--- config.mk ---
export PLATFORM = sky130hd
export DESIGN_NAME = instr_encoder
export DESIGN_NICKNAME = d
export VERILOG_FILES = /design/src/rtl/instr_encoder_pkg.sv /design/src/rtl/instr_encoder_packer.sv /design/src/rtl/instr_encoder.sv
export SDC_FILE = /design/constraint.sdc
export NUM_CORES = 1
export LEC_CHECK = 0
export BUFFER_PORTS_ARGS = -buffer_cell sky130_fd_sc_hd__buf_4
export CORE_ASPECT_RATIO = 1.1
export CORE_UTILIZATION = 40
export CTS_CLUSTER_DIAMETER = 40
export CTS_CLUSTER_SIZE = 16
export DETAILED_ROUTE_END_ITERATION = 10
export HOLD_SLACK_MARGIN = 0.15
export PLACE_DENSITY_LB_ADDON = 0.1
export SLEW_MARGIN = 25
export SYNTH_ARGS = -nofsm -noshare
export SYNTH_HDL_FRONTEND = slang
export SYNTH_SLANG_ARGS = --single-unit
--- constraint.sdc ---
create_clock -name clk_i -period 4.6 [get_ports clk_i]
set_clock_uncertainty 0.15 [all_clocks]
set_input_delay 0.23 -clock clk_i [delete_from_list [all_inputs] [get_ports clk_i]]
set_output_delay 0.23 -clock clk_i [all_outputs]
set_load 0.01 [all_outputs]
--- src/rtl/instr_encoder_pkg.sv ---
// Shared definitions for the RV32I instruction encoder: command kinds, opcodes
// and the signed immediate limits each encoding format can hold.
package instr_encoder_pkg;

    typedef enum logic [2:0] {
        ENC_LOAD   = 3'd0,
        ENC_STORE  = 3'd1,
        ENC_ALU_R  = 3'd2,
        ENC_ALU_I  = 3'd3,
        ENC_BRANCH = 3'd4,
        ENC_JAL    = 3'd5,
        ENC_LUI    = 3'd6,
        ENC_LI     = 3'd7
    } enc_kind_t;

    typedef enum logic [6:0] {
        OP_LOAD   = 7'b0000011,
        OP_STORE  = 7'b0100011,
        OP_ALU_R  = 7'b0110011,
        OP_ALU_I  = 7'b0010011,
        OP_BRANCH = 7'b1100011,
        OP_JAL    = 7'b1101111,
        OP_LUI    = 7'b0110111
    } opcode_t;

    localparam int IMM12_MIN = -2048;
    localparam int IMM12_MAX = 2047;
    localparam int BIMM_MIN  = -4096;
    localparam int BIMM_MAX  = 4094;
    localparam int JIMM_MIN  = -1048576;
    localparam int JIMM_MAX  = 1048574;

    function automatic logic in_range(input logic [31:0] value, input int lo, input int hi);
        return ($signed(value) >= lo) && ($signed(value) <= hi);
    endfunction

endpackage

--- src/rtl/instr_encoder_packer.sv ---
// Combinational RV32I word packer: builds the first (or only) word for a
// command, the trailing ADDI for a two-word LI, and flags out-of-range immediates.
module instr_packer
    import instr_encoder_pkg::*;
(
    input  enc_kind_t   kind_i,
    input  logic [4:0]  rd_i,
    input  logic [4:0]  rs1_i,
    input  logic [4:0]  rs2_i,
    input  logic [2:0]  funct3_i,
    input  logic        funct7b5_i,
    input  logic [31:0] imm_i,
    output logic [31:0] word_o,
    output logic [31:0] lo_word_o,
    output logic        two_word_o,
    output logic        err_o
);

    logic        is_shift;
    logic [19:0] li_hi;

    // Rounding the upper part up by imm[11] compensates for the sign-extended low ADDI.
    assign li_hi    = imm_i[31:12] + {19'd0, imm_i[11]};
    assign is_shift = (funct3_i == 3'b001) || (funct3_i == 3'b101);

    always_comb begin
        word_o     = '0;
        lo_word_o  = '0;
        two_word_o = 1'b0;
        err_o      = 1'b0;
        unique case (kind_i)
            ENC_LOAD: begin
                word_o = {imm_i[11:0], rs1_i, funct3_i, rd_i, OP_LOAD};
                err_o  = !in_range(imm_i, IMM12_MIN, IMM12_MAX);
            end
            ENC_STORE: begin
                word_o = {imm_i[11:5], rs2_i, rs1_i, funct3_i, imm_i[4:0], OP_STORE};
                err_o  = !in_range(imm_i, IMM12_MIN, IMM12_MAX);
            end
            ENC_ALU_R: begin
                word_o = {1'b0, funct7b5_i, 5'd0, rs2_i, rs1_i, funct3_i, rd_i, OP_ALU_R};
            end
            ENC_ALU_I: begin
                if (is_shift) begin
                    word_o = {1'b0, funct7b5_i, 5'd0, imm_i[4:0], rs1_i, funct3_i, rd_i, OP_ALU_I};
                    err_o  = (imm_i > 32'd31);
                end else begin
                    word_o = {imm_i[11:0], rs1_i, funct3_i, rd_i, OP_ALU_I};
                    err_o  = !in_range(imm_i, IMM12_MIN, IMM12_MAX);
                end
            end
            ENC_BRANCH: begin
                word_o = {imm_i[12], imm_i[10:5], rs2_i, rs1_i, funct3_i,
                          imm_i[4:1], imm_i[11], OP_BRANCH};
                err_o  = !in_range(imm_i, BIMM_MIN, BIMM_MAX) || imm_i[0];
            end
            ENC_JAL: begin
                word_o = {imm_i[20], imm_i[10:1], imm_i[11], imm_i[19:12], rd_i, OP_JAL};
                err_o  = !in_range(imm_i, JIMM_MIN, JIMM_MAX) || imm_i[0];
            end
            ENC_LUI: begin
                word_o = {imm_i[31:12], rd_i, OP_LUI};
                err_o  = (imm_i[11:0] != 12'd0);
            end
            ENC_LI: begin
                if (in_range(imm_i, IMM12_MIN, IMM12_MAX)) begin
                    word_o = {imm_i[11:0], 5'd0, 3'b000, rd_i, OP_ALU_I};
                end else begin
                    two_word_o = 1'b1;
                    word_o     = {li_hi, rd_i, OP_LUI};
                    lo_word_o  = {imm_i[11:0], rd_i, 3'b000, rd_i, OP_ALU_I};
                end
            end
        endcase
    end

endmodule

--- src/rtl/instr_encoder.sv ---
// Sequential RV32I encoder: accepts commands, writes packed words to consecutive
// instruction-memory addresses, and splits large LI values into LUI+ADDI.
module instr_encoder
    import instr_encoder_pkg::*;
#(
    parameter int ADDR_WIDTH = 10
) (
    input  logic                  clk_i,
    input  logic                  rst_i,
    input  logic                  clear_i,
    input  logic                  cmd_valid_i,
    output logic                  cmd_ready_o,
    input  enc_kind_t             cmd_kind_i,
    input  logic [4:0]            cmd_rd_i,
    input  logic [4:0]            cmd_rs1_i,
    input  logic [4:0]            cmd_rs2_i,
    input  logic [2:0]            cmd_funct3_i,
    input  logic                  cmd_funct7b5_i,
    input  logic [31:0]           cmd_imm_i,
    output logic                  imem_we_o,
    output logic [ADDR_WIDTH-1:0] imem_addr_o,
    output logic [31:0]           imem_wdata_o,
    output logic [ADDR_WIDTH:0]   count_o,
    output logic                  full_o,
    output logic                  err_o
);

    typedef enum logic [1:0] {IDLE, RUN, LI_LO} state_t;

    localparam logic [ADDR_WIDTH:0] DEPTH_C = {1'b1, {ADDR_WIDTH{1'b0}}};
    localparam logic [ADDR_WIDTH:0] LAST_C  = {1'b0, {ADDR_WIDTH{1'b1}}};

    state_t                state_q, state_d;
    logic                  we_q, we_d;
    logic [ADDR_WIDTH-1:0] addr_q, addr_d;
    logic [31:0]           wdata_q, wdata_d;
    logic [ADDR_WIDTH:0]   count_q, count_d;
    logic                  err_q, err_d;
    logic [31:0]           pend_q, pend_d;

    logic [31:0] pk_word, pk_lo_word;
    logic        pk_two_word, pk_err;
    logic        accept;

    instr_packer u_packer (
        .kind_i     (cmd_kind_i),
        .rd_i       (cmd_rd_i),
        .rs1_i      (cmd_rs1_i),
        .rs2_i      (cmd_rs2_i),
        .funct3_i   (cmd_funct3_i),
        .funct7b5_i (cmd_funct7b5_i),
        .imm_i      (cmd_imm_i),
        .word_o     (pk_word),
        .lo_word_o  (pk_lo_word),
        .two_word_o (pk_two_word),
        .err_o      (pk_err)
    );

    assign full_o      = (count_q == DEPTH_C);
    assign cmd_ready_o = !rst_i && !clear_i && !full_o && (state_q != LI_LO);
    assign accept      = cmd_valid_i && cmd_ready_o;

    // A two-word LI needs two free words; with only one left it is rejected whole.
    always_comb begin
        state_d = state_q;
        we_d    = 1'b0;
        addr_d  = addr_q;
        wdata_d = wdata_q;
        count_d = count_q;
        err_d   = err_q;
        pend_d  = pend_q;
        if (clear_i) begin
            state_d = IDLE;
            count_d = '0;
            err_d   = 1'b0;
        end else if (state_q == LI_LO) begin
            we_d    = 1'b1;
            addr_d  = count_q[ADDR_WIDTH-1:0];
            wdata_d = pend_q;
            count_d = count_q + 1'b1;
            state_d = RUN;
        end else if (accept) begin
            state_d = RUN;
            if (pk_err || (pk_two_word && count_q == LAST_C)) begin
                err_d = 1'b1;
            end else begin
                we_d    = 1'b1;
                addr_d  = count_q[ADDR_WIDTH-1:0];
                wdata_d = pk_word;
                count_d = count_q + 1'b1;
                if (pk_two_word) begin
                    pend_d  = pk_lo_word;
                    state_d = LI_LO;
                end
            end
        end
    end

    always_ff @(posedge clk_i) begin
        if (rst_i) begin
            state_q <= IDLE;
            we_q    <= 1'b0;
            addr_q  <= '0;
            wdata_q <= '0;
            count_q <= '0;
            err_q   <= 1'b0;
            pend_q  <= '0;
        end else begin
            state_q <= state_d;
            we_q    <= we_d;
            addr_q  <= addr_d;
            wdata_q <= wdata_d;
            count_q <= count_d;
            err_q   <= err_d;
            pend_q  <= pend_d;
        end
    end

    assign imem_we_o    = we_q;
    assign imem_addr_o  = addr_q;
    assign imem_wdata_o = wdata_q;
    assign count_o      = count_q;
    assign err_o        = err_q;

endmodule

# Word level (Yosys, flattened, before mapping)
# Cells that the tools add are included.
op_classes:
  bitwise_logic: 3
  magnitude_cmp: 7
  n_eq_ne: 14
  n_reduce_logical: 28
  n_addsub: 2
  muxes: 25
ops:
  columns: ["operator", "count"]
  rows:
  - ["one-hot mux 32 bit (8 select lines)", 1]
  - ["2-to-1 mux 32 bit", 7]
  - ["2-to-1 mux 11 bit", 3]
  - ["greater-or-equal comparator 32 x 12 -> 1 bit, second input constant", 1]
  - ["greater-or-equal comparator 32 x 13 -> 1 bit, second input constant", 1]
  - ["greater-or-equal comparator 32 x 21 -> 1 bit, second input constant", 1]
  - ["> comparator 32 x 5 -> 1 bit, second input constant", 1]
  - ["less-or-equal comparator 32 x 12 -> 1 bit, second input constant", 1]
  - ["less-or-equal comparator 32 x 13 -> 1 bit, second input constant", 1]
  - ["less-or-equal comparator 32 x 21 -> 1 bit, second input constant", 1]
  - ["2-to-1 mux 10 bit", 3]
  - ["adder 20 x 1 -> 20 bit", 1]
  - ["== test 3 bit, second input constant", 5]
  - ["nonzero test 12 bit", 1]
  - ["adder 11 x 1 -> 11 bit, second input constant", 1]
  - ["== test 11 x 10 -> 1 bit, second input constant", 1]
  - ["== test 11 bit, second input constant", 1]
  - ["logical AND 1 bit", 8]
  - ["2-to-1 mux 1 bit", 8]
  - ["== test 3 x 1 -> 1 bit, second input constant", 2]
  - ["== test 3 x 2 -> 1 bit, second input constant", 2]
  - ["zero test 1 bit", 6]
  - ["AND reduction 3 bit", 2]
  - ["one-hot mux 1 bit (5 select lines)", 1]
  - ["other kinds (11)", 19]
word_totals:
  reg_bits: 89
  in_bits: 58
  out_inout_bits: 57

# Depth between registers and ports, before layout
logic_depth:
  depth_word: 9
  depth_mapped: 11
  ltp_nobuf: 9

# Hierarchy
# A second synthesis with hierarchy kept.
hier_totals:
  cells_unflattened: 675
  area_unflattened_um2: 5632.9
modules_own_cells:
  columns: ["module", "cells_each", "instances", "area_each_um2"]
  rows:
  - ["instr_encoder", 385, 1, 3751.1]
  - ["instr_packer", 290, 1, 1881.8]

# Least setup slack after synthesis
# No wires, ideal clock.
synth_path:
  kind: "input to register"
  startpoint: "input port cmd_imm_i[14]"
  endpoint: "register pend_q[15]"
  cell_stages: 11
  required_time_ns: 4.329
  setup_time_ns: 0.121
  slack_ns: 1.921
  arrival_ns: 2.408
  cell_sequence: "clkbuf_1 > nand3_1 > or3_1 > buf_2 > o21ai_4 > a41oi_4 > a211oi_2 > buf_6 > nand3_4 > buf_6 > mux2_4"
synth_via:
  elab_chain_len: 8
  elab_cells_between_ends: 25
  classes_between: "order compare: 7; mux: 6; bitwise: 1; reduce/logical: 11"
synth_rtl:
  columns: ["element", "line_no", "rtl"]
  rows:
  - ["start: declaration", "instr_encoder.sv:19", "input logic [31:0] cmd_imm_i,"]
  - ["greater-or-equal comparator 32 x 12 -> 1 bit (tied with other cells)", "instr_encoder_pkg.sv:34", "return ($signed(value) >= lo) && ($signed(value) <= hi);"]
  - ["logical AND 1 bit", "instr_encoder_pkg.sv:34", null]
  - ["zero test 1 bit (tied with other cells)", "instr_encoder_packer.sv:34, instr_encoder_packer.sv:38, instr_encoder_packer.sv:49", null]
  - ["2-to-1 mux 1 bit (tied with other cells)", "instr_encoder_packer.sv:44", "if (is_shift) begin"]
  - ["one-hot mux 1 bit (5 select lines) / logical AND 1 bit (equally long branches)", "instr_encoder_packer.sv:31, instr_encoder.sv:84", null]
  - ["logical OR 1 bit", "instr_encoder.sv:84", "if (pk_err || (pk_two_word && count_q == LAST_C)) begin"]
  - ["NOT 1 bit (no source line)", null, null]
  - ["AND reduction 5 bit (no source line)", null, null]
  - ["end signal: assignment", "instr_encoder.sv:115", "pend_q <= pend_d;"]
  - ["end: declaration", "instr_encoder.sv:39", "logic [31:0] pend_q, pend_d;"]
# Several ways; a longest one is shown, not always the timed one.
# A chain may end at the register's enable or synchronous reset.

# Worst setup path after layout
layout_path:
  startpoint: "input port cmd_imm_i[11]"
  endpoint: "register wdata_q[9], in the netlist imem_wdata_o[9]"
layout_via:
  elab_chain_len: 8
  elab_cells_between_ends: 24
  classes_between: "order compare: 7; eq/ne: 1; mux: 4; reduce/logical: 12"
layout_rtl:
  columns: ["element", "line_no", "rtl"]
  rows:
  - ["greater-or-equal comparator 32 x 12 -> 1 bit (tied with other cells)", "instr_encoder_pkg.sv:34", null]
  - ["logical AND 1 bit", "instr_encoder_pkg.sv:34", null]
  - ["zero test 1 bit (tied with other cells)", "instr_encoder_packer.sv:34, instr_encoder_packer.sv:38, instr_encoder_packer.sv:49", null]
  - ["2-to-1 mux 1 bit (tied with other cells)", "instr_encoder_packer.sv:44", null]
  - ["one-hot mux 1 bit (5 select lines) / logical AND 1 bit (equally long branches)", "instr_encoder_packer.sv:31, instr_encoder.sv:84", null]
  - ["logical OR 1 bit *", "instr_encoder.sv:84", null]
  - ["inequality test 2 bit (no source line) *", null, null]
  - ["AND reduction 3 bit (no source line) *", null, null]
  - ["end signal: assignment", "instr_encoder.sv:112", "wdata_q <= wdata_d;"]
  - ["end: declaration", "instr_encoder.sv:36", "logic [31:0] wdata_q, wdata_d;"]
# Every way passes the cells marked *; elsewhere a longest branch is shown, timed or not.

==> impl_metrics.py <==
metrics = {
    "cells_and_area": {
        "multi_input_comb_area_mm2": 0.00341,
        "antennaDiodeCount": 0,
        "final_nets": 815,
        "n_fill_cell": 1238,
        "drive_gt1_share_pct": 23.8,
        "seqCellArea_mm2": 0.00148,
        "final_cell_mix": "buf_4 (129), nand2_1 (76), dfxtp_1 (74)",
        "layout_commonest_cell": "buf_4",
        "area_growth_syn_to_layout_pct": 27.8,
    },
    "setup_path": {
        "crit_path_end_kind": "flip-flop",
        "path_max_fanout": 19,
        "ff2ff_setup_slack_ns": 1.22,
        "crit_arrival_ns": 3.85,
        "cp-start-kind": "input port",
        "critPathKind": "in2reg",
        "critical_path_required_ns": 4.73,
    },
    "global_routing": {
        "grt_pass1_wl_um": 28900,
        "grt_start_max_net_pins": 45,
        "antenna_found_initial": 0,
        "grt_pass1_vias": 5236,
        "gr-usage-all-layers_pct": 27.6,
        "gr-total-overflow": 0,
    },
    "logic_synthesis": {
        "synth_top_family_by_area": "compound AO/OA/AOI/OAI gates",
        "yosysWarnings": 0,
        "ys_seq_area_share_pct": 28.6,
        "synth-adder-area-share_pct": 1.21,
        "synth_compound_area_share_pct": 25.3,
        "netlist_area_mm2": 0.00518,
        "yosys.area.top_type_share_pct": 28.6,
        "synth_cell_type_count": 71,
        "ys_ff_latch": 74,
        "synth_mux_area_share_pct": 10.6,
        "syn-num-nets": 713,
        "async_reset_ff_share_pct": 0,
        "synth_xor_area_share_pct": 3.21,
        "synth_edf_count": 0,
        "ys_top_cells_by_area": "dfxtp_1 (29%), mux2i_1 (6.4%), nand2_1 (5.5%)",
        "yosysTopAreaCell": "dfxtp_1",
        "synth_cells": 650,
        "synthSimpleGateAreaFrac_pct": 25.3,
        "avgSynthCellArea_um2": 7.97,
        "ys.flop_type": "dfxtp_1",
    },
    "sta": {
        "period_minus_slack_ns": 3.71,
        "worstMarginPinSlew_ns": 0.954,
        "grt_setup_unrepaired": "no",
        "drv_slew": 0,
        "finalSetupTns_ns": 0,
        "fmax_mhz": 269,
        "fin_ws_ns": 0.887,
        "min_period_over_period_pct": 80.7,
        "max_slew_margin_pct": 36.2,
        "hold_viol": 0,
        "fin_hold_ws_ns": 0.185,
        "setup_viol": 0,
    },
    "clock_tree": {
        "numCtsBuffers": 9,
        "cts_tree": "done",
        "post_cts_resized": 0,
        "path_clk_slew_ns": 0.06,
        "htreeDepth": 3,
        "clockRootBuffer": "clkbuf_16",
        "clk_path_buf_depth": 2,
        "clk_latency_ns": 0.35,
        "cts_sinks": 74,
    },
    "floorplan": {
        "ioPinCount": 115,
        "die_x_um": 110,
        "core_area_mm2": 0.0126,
        "die_height_um": 121,
        "start_util_pct": 41.1,
        "placementRows": 43,
        "dieArea_mm2": 0.0134,
    },
    "routing": {
        "drc": 0,
        "detail_route.wirelength_um": 18900,
        "wl_met1_um": 8230,
        "wl_met3_um": 1060,
        "dr.pass1.iters": 5,
        "wl_per_cell_um": 20.7,
        "antenna_left": 0,
        "highest_layer": "met4",
        "wl_met2_um": 9130,
        "vias": 5716,
        "drtIter0Drc": 478,
        "vias_per_cell": 6.25,
    },
    "power_and_ir_drop": {
        "ir_drop_mv": 0.280,
        "cellLeakagePower_nw": 2.74,
        "power_density_mw_per_mm2": 260,
    },
    "place": {
        "place_worst_setup_slack_ns": 1.09,
        "port_buffers": 114,
        "hpwl_um": 13400,
        "gp_congestion": 0.910,
    },
    "job": {
        "drv_cap": 0,
    },
    "min_path": {
        "hold_path_class": "in2reg",
    },
    "outcome": {
        "outcome": "finished clean",
    },
}
cell usage after synthesis (3+ instances only):
library cell and instances:
nor2b_1 20, inv_1 15, a311o_1 3, a21oi_1 25, mux2i_1 33, a31o_2 5
o41ai_1 3, and3_1 3, nor4_1 14, nor2_1 43, o2111ai_1 3, xor2_1 11
ha_1 5, buf_1 4, o32a_1 3, a31oi_1 14, and2_1 3, a221oi_1 7
o32ai_1 7, mux2_2 10, a221o_1 5, a211oi_1 7, a211o_1 8, nand4_1 22
nor3_1 15, o211a_1 7, o211ai_1 11, nand2b_1 5, o21ai_0 19, clkbuf_1 43
mux2_4 7, o31ai_1 8, nand2_1 76, a21o_1 4, a2111oi_0 4, or3_1 11
o311a_1 4, xnor2_1 8, a22oi_1 4, nand3_1 30, dfxtp_1 74, buf_2 6
or4_1 6
logic make-up after synthesis:
group	count (synthesis)
xor+xnor	19
compound gates	171
buf+inv	72
simple gates	259
mux	50
flops	74
fa+ha+maj	5
final cells by class:
type / count / share of cell area, %
clock buffers: 9 / 3.40
clock inverters: 7 / 1.27
inverters: 15 / 0.851
multi-input cells: 504 / 51.6
flip-flops and latches: 74 / 22.4
well taps: 157 / 2.97
repair buffers: 148 / 17.5
critical path, stage by stage:
cell and delay, ns:
dlygate4sd3_1 0.54, buf_4 0.19, ha_1 0.24, nand3_1 0.15, or3_1 0.30, a31oi_1 0.17
a311oi_1 0.60, a211oi_2 0.16, buf_4 0.22, a21oi_4 0.45, buf_4 0.38, mux2i_1 0.22
stage by stage:
step	power (mW)	instance area (µm²)	utilization (%)	std cells
after floorplan	0.835	5180	-	650
after global placement	0.961	6120	48.6	879
after detailed placement	0.962	6120	48.6	879
after CTS	1.73	6620	52.6	914
after global routing	1.78	6620	52.6	914
final	1.72	6620	52.6	914
sequential cells by signal, summed over array words and instances, names as in the netlist:
signal / count
count_o: 11
err_o: 1
imem_addr_o: 10
imem_wdata_o: 31
imem_we_o: 1
pend_q: 18
state_q: 2
what timing repair did:
| action | 4_1_cts | 5_1_grt |
|---|---|---|
| buffers inserted | 0 | 0 |
| hold buffers | 19 | 0 |
| hold endpoints to repair | 19 | 0 |
where the power goes:
part,internal (mW),switching (mW),leakage (nW)
Sequential,0.650,0.00630,0.597
Combinational,0.130,0.179,2.00
Clock,0.430,0.322,0.149
layer usage:
layer  vias up  GRT usage (%)
li1       2665              -
met1      2767           34.9
met2       242           47.0
met3        42           4.10
met4         0           11.3
met5         -              0
worst paths after layout:
| path | from | endpoint | depth (start not counted) |
|---|---|---|---|
| max | cmd_imm_i[11] | imem_wdata_o[9] | 12 |
| min | rst_i | imem_we_o | 2 |
| max reg2reg | count_o[4] | imem_wdata_o[9] | 9 |
| min reg2reg | imem_addr_o[4] | imem_addr_o[4] | 2 |
Note: power is estimated with default switching activity, not from simulation.
